<file path="config.mk">
export PLATFORM = sky130hd
export DESIGN_NAME = sync_fifo_buf
export DESIGN_NICKNAME = d
export VERILOG_FILES = /design/src/rtl/sync_fifo_buf.sv
export SDC_FILE = /design/constraint.sdc
export NUM_CORES = 1
export LEC_CHECK = 0
export ABC_AREA = 1
export ABC_CLOCK_PERIOD_IN_PS = 3300
export CAP_MARGIN = 20
export CELL_PAD_IN_SITES_DETAIL_PLACEMENT = 0
export CELL_PAD_IN_SITES_GLOBAL_PLACEMENT = 1
export CORE_ASPECT_RATIO = 2
export CORE_MARGIN = 3
export CORE_UTILIZATION = 49
export DETAILED_ROUTE_END_ITERATION = 7
export PLACE_DENSITY = 0.78
export RECOVER_POWER = 25
export SKIP_CTS_REPAIR_TIMING = 1
export SYNTH_ARGS = -nofsm -noshare
export SYNTH_HDL_FRONTEND = slang
export SYNTH_SLANG_ARGS = --single-unit
export TNS_END_PERCENT = 10
</file>
<file path="constraint.sdc">
create_clock -name clk -period 3.3 [get_ports clk]
set_input_delay 0.66 -clock clk [delete_from_list [all_inputs] [get_ports clk]]
set_output_delay 0.66 -clock clk [all_outputs]
set_load 0.02 [all_outputs]
</file>
<file path="src/rtl/sync_fifo_buf.sv">
`default_nettype none
// ============================================================================
// Module   : sync_fifo_buf
// Purpose  : Single-clock FIFO with register-array storage. It provides the
//            FIFO side of the write_en/full and read_en/empty handshake used
//            between convolution pipeline stages. It also provides an
//            occupancy count, programmable almost-full and almost-empty flags,
//            a synchronous flush, and a selectable standard or
//            first-word-fall-through (FWFT) read mode.
// Ports    : clk, rst (async, active-high), flush
//            write_en / write_data             -> push side
//            read_en / read_data               -> pop side
//            full, empty, almost_full, almost_empty, count -> status (registered)
//            overflow, underflow, err_clr      -> sticky error flags
// Config   : macro FIFO_ERR_FLAGS_EN enables the sticky overflow/underflow
//            flags. When it is not defined, both flags are tied to 0 and
//            err_clr is ignored.
// Revision : 1.0  initial release
// ============================================================================
module sync_fifo_buf #(
   parameter int DATA_WIDTH = 8,
   parameter int ADDR_WIDTH = 4,
   parameter int AF_LEVEL   = (2**ADDR_WIDTH) - 2,
   parameter int AE_LEVEL   = 1,
   parameter int FWFT       = 0
) (
   input  logic                  clk,
   input  logic                  rst,
   input  logic                  flush,
   input  logic                  write_en,
   input  logic [DATA_WIDTH-1:0] write_data,
   input  logic                  read_en,
   output logic [DATA_WIDTH-1:0] read_data,
   output logic                  full,
   output logic                  empty,
   output logic                  almost_full,
   output logic                  almost_empty,
   output logic [ADDR_WIDTH:0]   count,
   output logic                  overflow,
   output logic                  underflow,
   input  logic                  err_clr
);

   localparam logic [ADDR_WIDTH:0] c_depth    = {1'b1, {ADDR_WIDTH{1'b0}}};
   localparam logic [ADDR_WIDTH:0] c_af_level = (ADDR_WIDTH+1)'(AF_LEVEL);
   localparam logic [ADDR_WIDTH:0] c_ae_level = (ADDR_WIDTH+1)'(AE_LEVEL);

   logic [DATA_WIDTH-1:0] r_mem [0:(2**ADDR_WIDTH)-1];

   logic [ADDR_WIDTH:0] r_wr_ptr;
   logic [ADDR_WIDTH:0] r_rd_ptr;
   logic [ADDR_WIDTH:0] r_count;
   logic                r_full;
   logic                r_empty;
   logic                r_almost_full;
   logic                r_almost_empty;

   logic                w_do_wr;
   logic                w_do_rd;
   logic [ADDR_WIDTH:0] w_wr_ptr_nxt;
   logic [ADDR_WIDTH:0] w_rd_ptr_nxt;
   logic [ADDR_WIDTH:0] w_count_nxt;

   // Acceptance uses only the registered flags, so a pop cannot make room
   // for a push in the same cycle. Flush suppresses both operations.
   assign w_do_wr = write_en & ~r_full  & ~flush;
   assign w_do_rd = read_en  & ~r_empty & ~flush;

   always_comb begin
      w_wr_ptr_nxt = r_wr_ptr;
      w_rd_ptr_nxt = r_rd_ptr;
      if (flush) begin
         w_wr_ptr_nxt = '0;
         w_rd_ptr_nxt = '0;
      end else begin
         if (w_do_wr) w_wr_ptr_nxt = r_wr_ptr + 1'b1;
         if (w_do_rd) w_rd_ptr_nxt = r_rd_ptr + 1'b1;
      end
   end

   // The pointers carry one extra MSB, so their modular difference gives
   // the range 0..DEPTH without ambiguity.
   assign w_count_nxt = w_wr_ptr_nxt - w_rd_ptr_nxt;

   always_ff @(posedge clk or posedge rst) begin
      if (rst) begin
         r_wr_ptr       <= '0;
         r_rd_ptr       <= '0;
         r_count        <= '0;
         r_full         <= 1'b0;
         r_empty        <= 1'b1;
         r_almost_full  <= 1'b0;
         r_almost_empty <= 1'b1;
      end else begin
         r_wr_ptr       <= w_wr_ptr_nxt;
         r_rd_ptr       <= w_rd_ptr_nxt;
         r_count        <= w_count_nxt;
         r_full         <= (w_count_nxt == c_depth);
         r_empty        <= (w_count_nxt == '0);
         r_almost_full  <= (w_count_nxt >= c_af_level);
         r_almost_empty <= (w_count_nxt <= c_ae_level);
      end
   end

   // Storage is deliberately left unreset; occupancy tracking alone defines
   // which entries are valid.
   always_ff @(posedge clk) begin
      if (w_do_wr) r_mem[r_wr_ptr[ADDR_WIDTH-1:0]] <= write_data;
   end

   generate
      if (FWFT != 0) begin : g_fwft
         // The head word is always visible. It is meaningless while empty.
         assign read_data = r_mem[r_rd_ptr[ADDR_WIDTH-1:0]];
      end else begin : g_std
         logic [DATA_WIDTH-1:0] r_read_data;
         always_ff @(posedge clk or posedge rst) begin
            if (rst)          r_read_data <= '0;
            else if (w_do_rd) r_read_data <= r_mem[r_rd_ptr[ADDR_WIDTH-1:0]];
         end
         assign read_data = r_read_data;
      end
   endgenerate

`ifdef FIFO_ERR_FLAGS_EN
   logic r_overflow;
   logic r_underflow;

   // Flush does not affect these flags. A clear takes priority over a set
   // in the same cycle.
   always_ff @(posedge clk or posedge rst) begin
      if (rst) begin
         r_overflow  <= 1'b0;
         r_underflow <= 1'b0;
      end else if (err_clr) begin
         r_overflow  <= 1'b0;
         r_underflow <= 1'b0;
      end else begin
         if (write_en && r_full)  r_overflow  <= 1'b1;
         if (read_en  && r_empty) r_underflow <= 1'b1;
      end
   end

   assign overflow  = r_overflow;
   assign underflow = r_underflow;
`else
   logic w_unused_err_clr;
   assign w_unused_err_clr = err_clr;
   assign overflow         = 1'b0;
   assign underflow        = 1'b0;
`endif

   assign full         = r_full;
   assign empty        = r_empty;
   assign almost_full  = r_almost_full;
   assign almost_empty = r_almost_empty;
   assign count        = r_count;

endmodule
`default_nettype wire

</file>
# Word level (Yosys, flattened, before mapping)
# Memories as Yosys holds them, arrays and structs flattened. A register that Yosys moved wholly into a read port is not among the register bits.
# Cells that the tools add are included.
# totals
ff_bits	19
n_memories	1
out_inout_bits	19
inputBits	14
ram_bits	128
# classes
magnitude_cmp	2
n_eq_ne	1
addsub	3
bitwise	7
n_reduce_logical	1
muxes	6
# mem_list
memory	depth	width	read_ports	rd_ports_with_merged_regs	write_ports	line	text
r_mem	16	8	1	1	1	48	logic [DATA_WIDTH-1:0] r_mem [0:(2**ADDR_WIDTH)-1];
# op_table
operator	count
5-bit 2-to-1 mux	4
5-bit by 1-bit adder with 5-bit output (second input constant)	2
5-bit == test (second input constant)	1
5-bit by 4-bit >= comparator with 1-bit output (second input constant)	1
5-bit by 1-bit <= comparator with 1-bit output (second input constant)	1
5-bit zero test	1
5-bit subtractor	1
1-bit AND	4
1-bit inverter	3
1-bit 2-to-1 mux	2

# Logic depth before layout (Yosys ltp)
# logic_depth
depth_word	7
depth_mapped	17

# Worst setup path before layout
# OpenSTA, ideal clock, no wires.
# synth_timing
kind	input port to flip-flop
start	input flush
end	register r_almost_full, in the netlist almost_full
arrival_ns	2.464
path_slack_ns	0.718
cell_stages	12
n_path_buf	0
path_cell_list	nor3_4 -> inv_1 -> o21ai_0 -> inv_1 -> fa_1 -> nand3b_1 -> nand2_1 -> nand4_1 -> nand2_1 -> nand2_2 -> nand2_2 -> nand2_1
# synth_between
elab_chain_cells	6
elab_cells_between_ends	9
classes_between	1 x add/sub; 1 x order compare; 4 x mux; 3 x bitwise
# synth_lines
item	line	text
from (decl)	29	input logic flush,
1-bit inverter	66	assign w_do_wr = write_en & ~r_full & ~flush;
1-bit AND	66	
5-bit 2-to-1 mux	76	if (w_do_wr) w_wr_ptr_nxt = r_wr_ptr + 1'b1;
5-bit 2-to-1 mux *	72	if (flush) begin
via w_wr_ptr_nxt[1]	60	logic [ADDR_WIDTH:0] w_wr_ptr_nxt;
5-bit subtractor *	83	assign w_count_nxt = w_wr_ptr_nxt - w_rd_ptr_nxt;
5-bit by 4-bit >= comparator with 1-bit output *	100	r_almost_full <= (w_count_nxt >= c_af_level);
to (signal assigned)	100	
to (decl)	55	logic r_almost_full;
# Mark *: on every way through the listed nets, which the timed path passes. The rest lies on a longest branch.

# Final worst setup path
# layout_timing
start	input flush
end	register r_full, in the netlist full
# layout_between
elab_chain_cells	6
elab_cells_between_ends	9
classes_between	1 x add/sub; 1 x eq/ne; 4 x mux; 3 x bitwise
# layout_lines
item	line	text
1-bit inverter	66	
1-bit AND	66	
5-bit 2-to-1 mux	76	
5-bit 2-to-1 mux *	72	
via w_wr_ptr_nxt[2]	60	
5-bit subtractor *	83	
via w_count_nxt[3]	62	logic [ADDR_WIDTH:0] w_count_nxt;
5-bit == test *	98	r_full <= (w_count_nxt == c_depth);
to (signal assigned)	98	
to (decl)	53	logic r_full;
# Marks and branches as above.

==> results.sh <==
export IMPL_status="complete, no violations"
export IMPL_synth_edf_count=128
export IMPL_placed_area_um2=7057
export IMPL_max_cap_violations=0
export IMPL_tightest_slew_ns=1.014
export IMPL_yosysWarnings=0
export IMPL_syn_inst=538
export IMPL_cp_top_family="simple AND/OR/NAND/NOR gates"
export IMPL_synth_cell_type_count=36
export IMPL_routedWlPerCell_um=19.35
export IMPL_nFillCells=1009
export IMPL_viasPerCell=5.532
export IMPL_dp_hpwl_mm=10.09
export IMPL_ant_nets=0
export IMPL_finClkSkew_ns=0.01039
export IMPL_crit_fanout=8
export IMPL_drive_gt1_frac=0.1375
export IMPL_cts_max_path_buffers=2
export IMPL_critPathArrivalTime_ns=3.26
export IMPL_crit_buf_inv=3
export IMPL_synth_flop_cell="edfxtp_1"
export IMPL_whs_ns=0.5975
export IMPL_final_seq_area_um2=4523
export IMPL_area_growth_pct=19.76
export IMPL_die_h_um=167.9
export IMPL_antenna_found_initial=0
export IMPL_rsz0062_at_grt="false"
export IMPL_grt_pass1_vias=4422
export IMPL_start_util=0.5056
export IMPL_portBuffers=29
export IMPL_startpoint_type="input port"
export IMPL_synth_seq_cells=155
export IMPL_cts_buffers_inserted=17
export IMPL_dr_pass1_iters=5
export IMPL_slowest_delay_ns=0.59
export IMPL_clk_pin_slew_worst_paths_ns=0.06
export IMPL_grt_remaining_overflow=0
export IMPL_drtIter0Drc=360
export IMPL_drc=0
export IMPL_slew_viol_final=0
export IMPL_yosysSeqAreaShare=0.7042
export IMPL_yosysTopAreaCell="edfxtp_1"
export IMPL_drt_total_wl_mm=14.73
export IMPL_setup_worst_path_end_class="flop"
export IMPL_pin_count=33
export IMPL_cts_root_buf="clkbuf_16"
export IMPL_async_reset_ff_frac=0.1742
export IMPL_period_share=0.8899
export IMPL_post_route_util=0.6055
export IMPL_fin_crit_ns=2.937
export IMPL_ys_top_cells_by_area="edfxtp_1 60%, dfrtp_1 9.7%, nor2_1 5.2%"
export IMPL_multi_input_area_um2=1653
export IMPL_grt_first_pass_wirelength_mm=23.04
export IMPL_syn_cell_area_um2=6421
export IMPL_worstPathCellList="dlygate4sd3_1 > nor3_4 > buf_4 > nand2_1 > nor2_1 > inv_1 > nand2_1 > a21oi_1 > ha_1 > a21oi_1 > o21ai_0 > xor2_1 > nor2_1 > nand2_1 > nor2_1"
export IMPL_crit_type="input port to flop"
export IMPL_num_rows=58
export IMPL_finalSetupViolations=0
export IMPL_grt_max_degree=66
export IMPL_cp_required_ns=3.62
export IMPL_fin_cells=761
export IMPL_syn_area_per_cell_um2=11.94
export IMPL_hold_violations=0
export IMPL_dieArea_um2=14600
export IMPL_synth_top_cells_by_count="128 x edfxtp_1, 89 x nor2_1, 63 x nand2_1"
export IMPL_vias=4210
export IMPL_fmax_ghz=0.3405
export IMPL_die_w_um=86.95
export IMPL_synthMostInstantiatedCell="edfxtp_1"
export IMPL_finalInstanceArea_um2=7690
export IMPL_grt_usage=0.2160
export IMPL_setup_slack_ns=0.3632
export IMPL_num_nets_final=622
export IMPL_dp_slack_ns=0.0002602
export IMPL_tns_ns=0
export IMPL_n_antenna_cell=0
export IMPL_ir_drop_uv=594.4
export IMPL_power_per_cell_area_nw_per_um2=699.2
export IMPL_coreArea_um2=12700
export IMPL_cts_sinks=155
export IMPL_synth_top_area_frac=0.5986
export IMPL_holdCritPathClass="flop to flop"
export IMPL_h_tree_depth=4
export IMPL_routabilityCongestion=0.8097
export IMPL_cpMaxStageDelayCell="dlygate4sd3_1"
export IMPL_slew_headroom=0.3237
export IMPL_p_leak_nw=2.896
export IMPL_cts_tree="yes"
export IMPL_clock_latency_ns=0.41
export IMPL_dp_cells=729
export IMPL_power_mw=5.377
-- where the power goes --
| group | total [mW] | leakage [nW] | switching [mW] | internal (mW) |
|---|---|---|---|---|
| sequential | 2.30 | 1.49 | 0.0608 | 2.24 |
| clock | 2.07 | 0.312 | 0.724 | 1.34 |
| combinational | 1.01 | 1.10 | 0.607 | 0.403 |
-- final timing paths --
path | startpoint | endpoint | slack (ns) | cells after the start
worst max-delay path | flush | full | 0.36 | 15
worst min-delay path | r_rd_ptr[0] | r_rd_ptr[0] | 0.60 | 1
worst max register to register | r_wr_ptr[1] | full | 0.65 | 13
worst min register to register | r_rd_ptr[0] | r_rd_ptr[0] | 0.60 | 1
max in group asynchronous | rst | r_rd_ptr[0] | 1.17 | 3
min in group asynchronous | rst | count[3] | 0.75 | 2
-- placed cells by master, fill, tap and decap left out, types with 23 or more instances in the layout --
| cell type | Yosys | layout |
|---|---|---|
| dfrtp_1 | 25 | 24 |
| buf_4 | 6 | 33 |
| o21ai_0 | 50 | 50 |
| nand2_1 | 63 | 63 |
| nand3_1 | 38 | 38 |
| edfxtp_1 | 128 | 128 |
| nor2_1 | 89 | 89 |
| clkdlybuf4s50_1 | 0 | 23 |
| inv_1 | 30 | 30 |
-- layout make-up --
type | count | area share
sequential | 155 | 0.5882
clock inverter | 12 | 0.02603
clock buffer | 20 | 0.05678
inverter | 34 | 0.01660
multi-input combinational | 326 | 0.2149
timing repair buffer | 64 | 0.07306
tap | 150 | 0.02441
-- routing by layer --
metal  part of all wire  global-route usage  wire, µm  vias up
met1               0.35              0.2236      5121     2072
met4              0.025             0.09701       364        0
met3              0.043             0.04652       635       19
met5                  0                   0         0        -
li1                   -                   -         -     2008
met2               0.58              0.4009      8607      111
-- worst register-to-register path: stages (launching register included) --
cell      delay [ns]
dfrtp_1         0.42
inv_1           0.10
ha_1            0.28
inv_1           0.03
o21ai_0         0.21
buf_4           0.18
inv_1           0.06
fa_1            0.45
nand3b_1        0.17
nand2_1         0.10
nand4_1         0.17
nand3_2         0.15
nand2_2         0.10
nor2_1          0.17
-- state kept, by name, summed over array words and instances, names as in the netlist --
| register | count |
|---|---|
| r_mem | 128 |
| read_data | 8 |
| count | 5 |
| r_rd_ptr | 5 |
| r_wr_ptr | 5 |
| almost_empty | 1 |
| almost_full | 1 |
| empty | 1 |
| full | 1 |
-- cell families after synthesis --
| kind of cell | after synthesis | share of synthesized area |
|---|---|---|
| AND/OR/NAND/NOR | 210 | 0.1407 |
| flip-flops | 155 | 0.7042 |
| AO/OA/AOI/OAI | 102 | 0.09217 |
| buffers and inverters | 58 | 0.03897 |
| adder cells (fa/ha/maj) | 10 | 0.02066 |
| XOR/XNOR | 2 | 0.002728 |
| other | 1 | 0.0005840 |
Note: power is estimated with default switching activity, not from simulation.
